==> config.mk <==
export PLATFORM = sky130hd
export DESIGN_NAME = unidad_busqueda
export DESIGN_NICKNAME = d
export VERILOG_FILES = /design/src/rtl/fetch_pkg.sv /design/src/rtl/fetch_next_pc.sv /design/src/rtl/unidad_busqueda.sv
export SDC_FILE = /design/constraint.sdc
export NUM_CORES = 1
export LEC_CHECK = 0
export CORE_AREA = 2 2 95 97
export DETAILED_ROUTE_END_ITERATION = 8
export DIE_AREA = 0 0 97 99
export PLACE_DENSITY_LB_ADDON = 0.3
export SYNTH_ARGS = -nofsm -noshare
export SYNTH_HDL_FRONTEND = slang
export SYNTH_HIERARCHICAL = 1
export SYNTH_SLANG_ARGS = --single-unit
==> constraint.sdc <==
create_clock -name clk -period 2.1 [get_ports clk]
set_input_delay 0.315 -clock clk [delete_from_list [all_inputs] [get_ports clk]]
set_output_delay 0.315 -clock clk [all_outputs]
set_load 0.01 [all_outputs]
==> src/rtl/fetch_pkg.sv <==
// Shared types and default constants for the instruction fetch unit.
// The optional relative-jump decode is enabled with FETCH_RELATIVE_JUMP_EN.
package fetch_pkg;

  // 5-bit instruction-memory address
  typedef logic [4:0] addr_t;

  // FSM state encoding
  typedef logic [1:0] state_t;
  localparam state_t ST_IDLE  = 2'd0;
  localparam state_t ST_FETCH = 2'd1;
  localparam state_t ST_HALT  = 2'd2;

  // Default opcode of a PC-relative jump and the word that stops fetching
  localparam logic [5:0]  JUMP_OP_DEFAULT   = 6'b111110;
  localparam logic [31:0] HALT_WORD_DEFAULT = 32'h0000_0000;

endpackage

==> src/rtl/fetch_next_pc.sv <==
// Combinational next-PC selection: redirect beats jump, jump beats sequential.
// Address arithmetic is 5 bits wide, so both PC+1 and PC+imm wrap modulo 32.
module fetch_next_pc
  import fetch_pkg::*;
(
  input  addr_t      pc,
  input  logic       redirect_valid,
  input  addr_t      redirect_addr,
  input  logic       jump_taken,
  input  logic [4:0] jump_imm,
  output addr_t      next_pc
);

  // Pick the highest-priority source for the next fetch address
  always_comb begin
    next_pc = pc + 5'd1;
    if (jump_taken) begin
      next_pc = pc + jump_imm;
    end
    if (redirect_valid) begin
      next_pc = redirect_addr;
    end
  end

endmodule

==> src/rtl/unidad_busqueda.sv <==
// Instruction fetch unit: IDLE/FETCH/HALT FSM, PC, one-entry output slot with
// valid/ready handshake and a saturating issue counter.
// Optional feature: FETCH_RELATIVE_JUMP_EN consumes relative jumps in fetch.
module unidad_busqueda
  import fetch_pkg::*;
#(
  parameter addr_t       RESET_PC  = 5'd0,
  parameter logic [5:0]  JUMP_OP   = JUMP_OP_DEFAULT,
  parameter logic [31:0] HALT_WORD = HALT_WORD_DEFAULT
) (
  input  logic        clk,
  input  logic        reset,
  input  logic        run,
  output logic [4:0]  direinstru,
  input  logic [31:0] instru,
  output logic [31:0] instr_out,
  output logic        instr_valid,
  input  logic        instr_ready,
  input  logic        redirect_valid,
  input  logic [4:0]  redirect_addr,
  output logic        halted,
  output logic [15:0] fetch_count
);

  state_t      state_q, state_d;
  addr_t       pc_q, pc_d;
  logic [31:0] instr_q, instr_d;
  logic        valid_q, valid_d;
  logic [15:0] count_q, count_d;

  logic  slot_free;
  logic  is_halt;
  logic  jump_taken;
  addr_t next_pc;

  assign slot_free = !valid_q || instr_ready;
  assign is_halt   = (instru == HALT_WORD);

`ifdef FETCH_RELATIVE_JUMP_EN
  assign jump_taken = (instru[31:26] == JUMP_OP);
`else
  assign jump_taken = 1'b0;
`endif

  fetch_next_pc u_next_pc (
    .pc             (pc_q),
    .redirect_valid (redirect_valid),
    .redirect_addr  (redirect_addr),
    .jump_taken     (jump_taken),
    .jump_imm       (instru[4:0]),
    .next_pc        (next_pc)
  );

  // FSM and datapath next-state; redirect wins over capture, handshake and decode
  always_comb begin
    state_d = state_q;
    pc_d    = pc_q;
    instr_d = instr_q;
    valid_d = valid_q;
    count_d = count_q;
    case (state_q)
      ST_IDLE: begin
        if (redirect_valid) begin
          pc_d    = next_pc;
          valid_d = 1'b0;
        end else if (run) begin
          state_d = ST_FETCH;
        end
      end
      ST_FETCH: begin
        if (redirect_valid) begin
          pc_d    = next_pc;
          valid_d = 1'b0;
        end else if (slot_free) begin
          if (is_halt) begin
            valid_d = 1'b0;
            state_d = ST_HALT;
          end else if (jump_taken) begin
            pc_d    = next_pc;
            valid_d = 1'b0;
          end else begin
            instr_d = instru;
            valid_d = 1'b1;
            pc_d    = next_pc;
            if (count_q != 16'hFFFF) begin
              count_d = count_q + 16'd1;
            end
          end
        end
      end
      default: begin
      end
    endcase
  end

  // State registers with synchronous reset
  always_ff @(posedge clk) begin
    if (reset) begin
      state_q <= ST_IDLE;
      pc_q    <= RESET_PC;
      instr_q <= 32'd0;
      valid_q <= 1'b0;
      count_q <= 16'd0;
    end else begin
      state_q <= state_d;
      pc_q    <= pc_d;
      instr_q <= instr_d;
      valid_q <= valid_d;
      count_q <= count_d;
    end
  end

  assign direinstru  = pc_q;
  assign instr_out   = instr_q;
  assign instr_valid = valid_q;
  assign halted      = (state_q == ST_HALT);
  assign fetch_count = count_q;

endmodule

==> results of run 1 <==
-- report_power, final --
group	switching, mW	internal [mW]	leakage, nW	total (mW)
combinational	0.164	0.223	1.26	0.387
sequential	0.0238	1.09	0.454	1.12
clock	0.364	0.391	0.0614	0.755
-- worst max-delay path: stages --
cell,delay [ps]
clkdlybuf4s50_1,460
nor4_4,330
nand4_1,140
buf_6,160
o21ai_4,320
clkbuf_16,280
mux2i_1,190
nor2_1,50
-- registers in the layout, indices dropped and copies added (netlist names) --
| name | cells |
|---|---|
| direinstru | 5 |
| fetch_count | 16 |
| instr_valid | 1 |
| state_q | 2 |
| instr_out | 32 |
-- cell usage in the layout (no fill, tap or decap), drive strengths merged, types with 8 or more instances in the layout --
cell type	n
or4	9
nor2	48
mux2i	38
buf	29
inv	9
dfxtp	56
nand2	14
a21oi	18
nor4	9
clkbuf	8
o21ai	9
o31ai	9
clkdlybuf4s50	88
-- layout make-up --
cell class / instances / area [um^2] / area share [%]
tap: 108 / 135 / 3.26
inverter: 9 / 33.8 / 0.815
sequential: 56 / 1120 / 27.0
clock inverter: 2 / 38.8 / 0.935
multi-input combinational: 205 / 1470 / 35.5
clock buffer: 6 / 82.6 / 1.99
timing repair buffer: 126 / 1260 / 30.5
-- per-stage QoR --
stage               std cells  setup TNS [ps]  setup WS [ps]
floorplan                 285               0            198
global placement          501          -18750           -380
detailed placement        501          -17170           -366
CTS                       509               0           6.22
global route              512           -52.3          -15.4
finish                    512               0           38.6
-- worst max path at each step --
stage                        start             end  slack, ps
global route            instru[10]   instr_out[13]        -20
detailed placement      instru[23]    instr_out[9]       -370
floorplan           fetch_count[0]  fetch_count[6]        200
finish                   instru[7]   instr_out[13]         40
CTS                      instru[8]    instr_out[9]          6
global placement         instru[7]   instr_out[28]       -380
-- logic make-up after synthesis --
group / count (synthesis)
and+or+nand+nor: 104
DFF: 56
AOI/OAI and AO/OA: 45
muxes: 41
buffers and inverters: 24
adders and majority gates: 6
xor gates and xnor gates: 4
other: 1
-- what timing repair did --
item                                    4_1_cts  5_1_grt
resized for setup                             1       21
hold endpoints to repair                      0        0
endpoints found under the setup margin       36       50
cloned                                        0        2
buffers inserted                              0        1
pin swaps                                     1        4
-- per-layer routing --
layer  part of all wire (%)  global-route usage [%]  vias to the layer above
li1                       -                       -                     1244
met1                     46                    18.6                     1138
met2                     49                    25.2                       54
met3                    5.0                    3.90                        2
met4                   0.44                    2.93                        0
met5                      0                       0                        -
==> reports/metrics.cfg, run 1 <==
[worst_setup_path]
setup.worst_path.start_class=input pin
r2r.worst_path.cells=9
worst-path-max-fanout=15
crit_type=in2reg
rr_endpoint=direinstru[4]
reg2reg_slack_ps=150
cp.arrival_ps=2260
end_kind=flip-flop
worstPathRequired_ps=2290
r2r_start=direinstru[0]

[outcome]
status=completed

[hold_path]
worst_hold_path_type=in2reg
min_path_cells=3
hold_end=instr_out[5]
min_from=instru[5]

[route]
wirelength_um=7450
routedWlPerCell_um=14.5
drc_errors=0
drt-vias-per-instance=4.76
dr.pass1.iters=4
drtAntennaViolNets=0
vias=2438
drt_first_iter_violations=57

[global_routing]
grt_max_degree=31
grt_pass1_wl_um=11600
track_usage_pct=14.6
grt_pass1_vias=2391
grt_overflow=0
antenna_found_initial=0

[synthesis]
synth_fa_ha_area_share_pct=3.07
yosys.area.top_type_share_pct=41.6
yosys-top-cells-area=dfxtp_1, mux2i_1, nor2_1
syn_inst=281
ys.warnings.count=6
synthArstFlopShare_pct=0
syn_avg_cell_area_um2=9.58
synth_area_mm2=0.00269
synth_compound_area_share_pct=11.2
ys_ff_latch=56
synth_top_area_cell=dfxtp_1
synth_edf_count=0
synth_top_family_by_area=simple AND/OR/NAND/NOR gates
synth_mux_area_share_pct=15.5
post-synth-top-count-cell=dfxtp_1
synth_xor_xnor_area_share_pct=1.30
synth-seq-area-share_pct=41.6
yosys.area_share.simple_pct=20.5
yosys_most_used_dff=dfxtp_1
yosysUniqueCellTypes=49
synthTopCellsByCount=dfxtp_1, nor2_1, mux2i_1

[clock_network]
clk_latency_ps=310
numCtsBuffers=5
cts_hold_buf=0
clock-sinks=56
clk_pin_slew_worst_paths_ps=100
htree_levels=2
cts-root-buf=clkbuf_8
clockBufferDepth=2
cts_tree=built

[final_layout]
final_util_pct=48.5
diodes=0
area_growth_pct=54.0
layout-drive-gt1-share_pct=16.6
fillers=831
finalInstanceArea_mm2=0.00415
nets=451

[sta]
fin_crit_sh_pct=98.2
fmax_mhz=485
setup_viol_count_final=0
hold_viol_final=0
hold-worst-slack_ps=335
clock_skew_ps=14.4
slew_violations=0
post-route-min-period_ps=2060

[power_and_ir_drop]
p_per_area_mw_per_mm2=545
vdd_ir_drop_max_uv=275
total_power_mw=2.26
p_leak_nw=1.78

[die]
rows=34
core-area_mm2=0.00855
io_pins=97
fp.dieH_um=99
dieArea_mm2=0.00960
die_w_um=97
initial_utilization_pct=31.5

[place]
place_area_mm2=0.00387
hpwl_um=5340
gp_congestion=0.741
port_buffers=96

[flow_run]
drv_cap=0

Note: power is estimated with default switching activity, not from simulation.
==> inputs of run 2 (changes only) <==
--- a/config.mk
+++ b/config.mk
@@ -5,11 +5,10 @@
 export SDC_FILE = /design/constraint.sdc
 export NUM_CORES = 1
 export LEC_CHECK = 0
-export CORE_AREA = 2 2 95 97
+export CORE_AREA = 2 2 93 95
 export DETAILED_ROUTE_END_ITERATION = 8
-export DIE_AREA = 0 0 97 99
+export DIE_AREA = 0 0 95 97
 export PLACE_DENSITY_LB_ADDON = 0.3
 export SYNTH_ARGS = -nofsm -noshare
 export SYNTH_HDL_FRONTEND = slang
-export SYNTH_HIERARCHICAL = 1
 export SYNTH_SLANG_ARGS = --single-unit
==> run 2 against run 1 <==
Net effect: clock skew is 10 ps lower; clock-buffer cell count unchanged; sequential share of layout area grew 0.75 points; highest routed layer unchanged; critical path depth rose by 1; largest power group unchanged.
==> reports/metrics.cfg, run 2 <==
[route]
drc_errors=0  ; unchanged
wirelength_um=6560  ; -12%
drt-vias-per-instance=4.85  ; +1.8%
drtAntennaViolNets=0  ; unchanged
routedWlPerCell_um=13.1  ; -10%
dr.pass1.iters=4  ; unchanged
vias=2434  ; -0.16%
drt_first_iter_violations=57  ; unchanged

[sta]
fin_ws_ps=84.0  ; +45.4 ps
hold-worst-slack_ps=438  ; +103 ps
setup_viol_count_final=0  ; unchanged
post-route-min-period_ps=2020  ; -45.4 ps
slew_violations=0  ; unchanged
fmax_mhz=496  ; +2.3%
grt_setup_unrepaired=true
hold_viol_final=0  ; unchanged
max-slew-margin-rel_pct=70.5
fin_setup_tns_ps=0  ; unchanged
fin_crit_sh_pct=96.0  ; -2.2 points
worst_pin_slew_ps=443
clock_skew_ps=4.19  ; -10.2 ps

[worst_setup_path]
reg2reg_slack_ps=120  ; -30 ps
worstPathRequired_ps=2340  ; +50 ps
setup.worst_path.start_class=input pin
critPathMostFrequentCell=buf_4
cp.arrival_ps=2250  ; about the same
worst-path-max-fanout=16  ; +1
cpMaxStageDelayCell=or4_1
path_cells=clkdlybuf4s50_1 -> nor4_2 -> buf_4 -> nand4_1 -> o21ai_4 -> buf_12 -> buf_4 -> or4_1 -> a21oi_2
end_kind=flip-flop
max_stage_delay_ps=520  ; +60 ps
crit_type=in2reg

[clock_network]
cts_hold_buf=0  ; unchanged
clock-sinks=56  ; unchanged
cts_tree=built
cts-root-buf=clkbuf_8
clk_pin_slew_worst_paths_ps=90  ; about the same
htree_levels=2  ; unchanged
clk_latency_ps=300  ; about the same
clockBufferDepth=2  ; unchanged
numCtsBuffers=5  ; unchanged

[place]
dp.cells=493  ; -1.6%
hpwl_um=5040  ; -5.7%
gp_congestion=0.786  ; +6.1%
port_buffers=96  ; unchanged
preCtsSetupSlack_ps=-426  ; -59.7 ps

[synthesis]
ys.warnings.count=0  ; -6
syn_inst=269  ; -4.3%
synth_top_area_cell=dfxtp_1
synth-seq-area-share_pct=44.2  ; +2.6 points
ys_ff_latch=56  ; unchanged
synthTopCellsByCount=dfxtp_1, nor2_1, mux2i_1
syn_avg_cell_area_um2=9.42  ; -1.7%
synthArstFlopShare_pct=0  ; unchanged
synth_edf_count=0  ; unchanged
syn_nets=313
yosysUniqueCellTypes=45  ; -8.2%
yosys.area.top_type_share_pct=44.2  ; +2.6 points
synth_area_mm2=0.00253  ; -5.9%
post-synth-top-count-cell=dfxtp_1
yosys_most_used_dff=dfxtp_1
yosys-top-cells-area=dfxtp_1, mux2i_1, nor2_1

[final_layout]
largest_reg_flops=32  ; unchanged
area_growth_pct=59.3
diodes=0  ; unchanged
final_util_pct=49.7  ; +1.2 points
nets=441  ; -2.2%
mostFrequentLayoutCell=clkdlybuf4s50_1
fin_cells=502  ; -2.0%
layout_common_cells=clkdlybuf4s50_1, dfxtp_1, nor2_1, buf_4, mux2i_1
layout-drive-gt1-share_pct=17.6  ; +1.0 points

[power_and_ir_drop]
p_per_area_mw_per_mm2=496  ; -9.0%
vdd_ir_drop_max_uv=247  ; -9.8%
p_leak_nw=1.68  ; -5.2%

[die]
core-area_mm2=0.00813  ; -4.9%
die_w_um=95  ; -2.1%
rows=33  ; -2.9%
io_pins=97  ; unchanged
dieArea_mm2=0.00922  ; -4.0%
initial_utilization_pct=31.2  ; -0.33 points
fp.dieH_um=97  ; -2.0%

[global_routing]
grt_pass1_vias=2388  ; -0.13%
grt_max_degree=26  ; -16%
grt_overflow=0  ; unchanged
grt_pass1_wl_um=10900  ; -6.2%
track_usage_pct=14.3  ; -0.28 points
antenna_found_initial=0  ; unchanged

[hold_path]
worst_hold_path_type=in2reg

[flow_run]
drv_cap=0  ; unchanged

[outcome]
status=completed

run 2: cell count changes after synthesis, moves of 3 or more:
cell,previous run,this run
buf_12,4,0
buf_2,1,5
ha_1,5,2
mux2i_1,38,34
nand2_1,13,10
nand3_1,4,8
nor2b_1,1,6
nor4_1,7,10
o21ai_0,6,2
o311ai_0,0,3
o31ai_1,9,6
or4_1,9,6
xor2_1,3,0
run 2: path summary, 6_finish.rpt:
path / start / endpoint / cells after the start
max reg2reg: fetch_count[5] / fetch_count[15] / 5
max: instru[26] / fetch_count[3] / 9
min: reset / fetch_count[4] / 2
min reg2reg: instr_valid / instr_valid / 2
run 2: final cells by class:
cell class | count | area (um^2)
clock buffer | 6 | 72.6
sequential | 56 | 1120
timing repair buffer | 137 | 1340
tap | 105 | 131
inverter | 7 | 26.3
clock inverter | 1 | 5.00
fill | 760 | 4100
multi-input combinational | 190 | 1340
run 2: cells by family after synthesis:
family	after synthesis	synth area share, %
mux	40	16.5
fa+ha+maj	2	0.987
flops	56	44.2
compound gates	42	11.0
simple gates	106	22.8
buf+inv	23	4.54
run 2: repair_timing:
item	CTS	global route
gates resized for setup	2	5
setup endpoints to repair	50	38
setup buffers	0	2
pin swaps	0	5
run 2: layer usage:
layer,GRT usage [%],up-vias,wire length (um),share of wire (%)
met4,3.23,0,34,0.52
met1,17.8,1142,2970,45
met2,24.9,62,3210,49
met3,3.43,2,339,5.2
met5,0,-,0,0
li1,-,1228,-,-
run 2: power by group:
group	total, mW	switching [mW]	internal, mW
Combinational	0.335	0.132	0.203
Sequential	1.11	0.0209	1.09
Clock	0.556	0.328	0.228
Total	2.00	0.481	1.52
run 2: critical path, delay by kind of cell:
| kind | cells | cell delay, ps |
|---|---|---|
| compound gates | 2 | 200 |
| buf+inv | 4 | 970 |
| simple gates | 3 | 750 |
run 2: stage by stage:
stage,total power [mW],cell area (um^2)
final,2.00,4040
after detailed placement,1.47,3910
after floorplan,1.26,2530
after global routing,2.10,4040
after CTS,2.04,4000
after global placement,1.47,3910
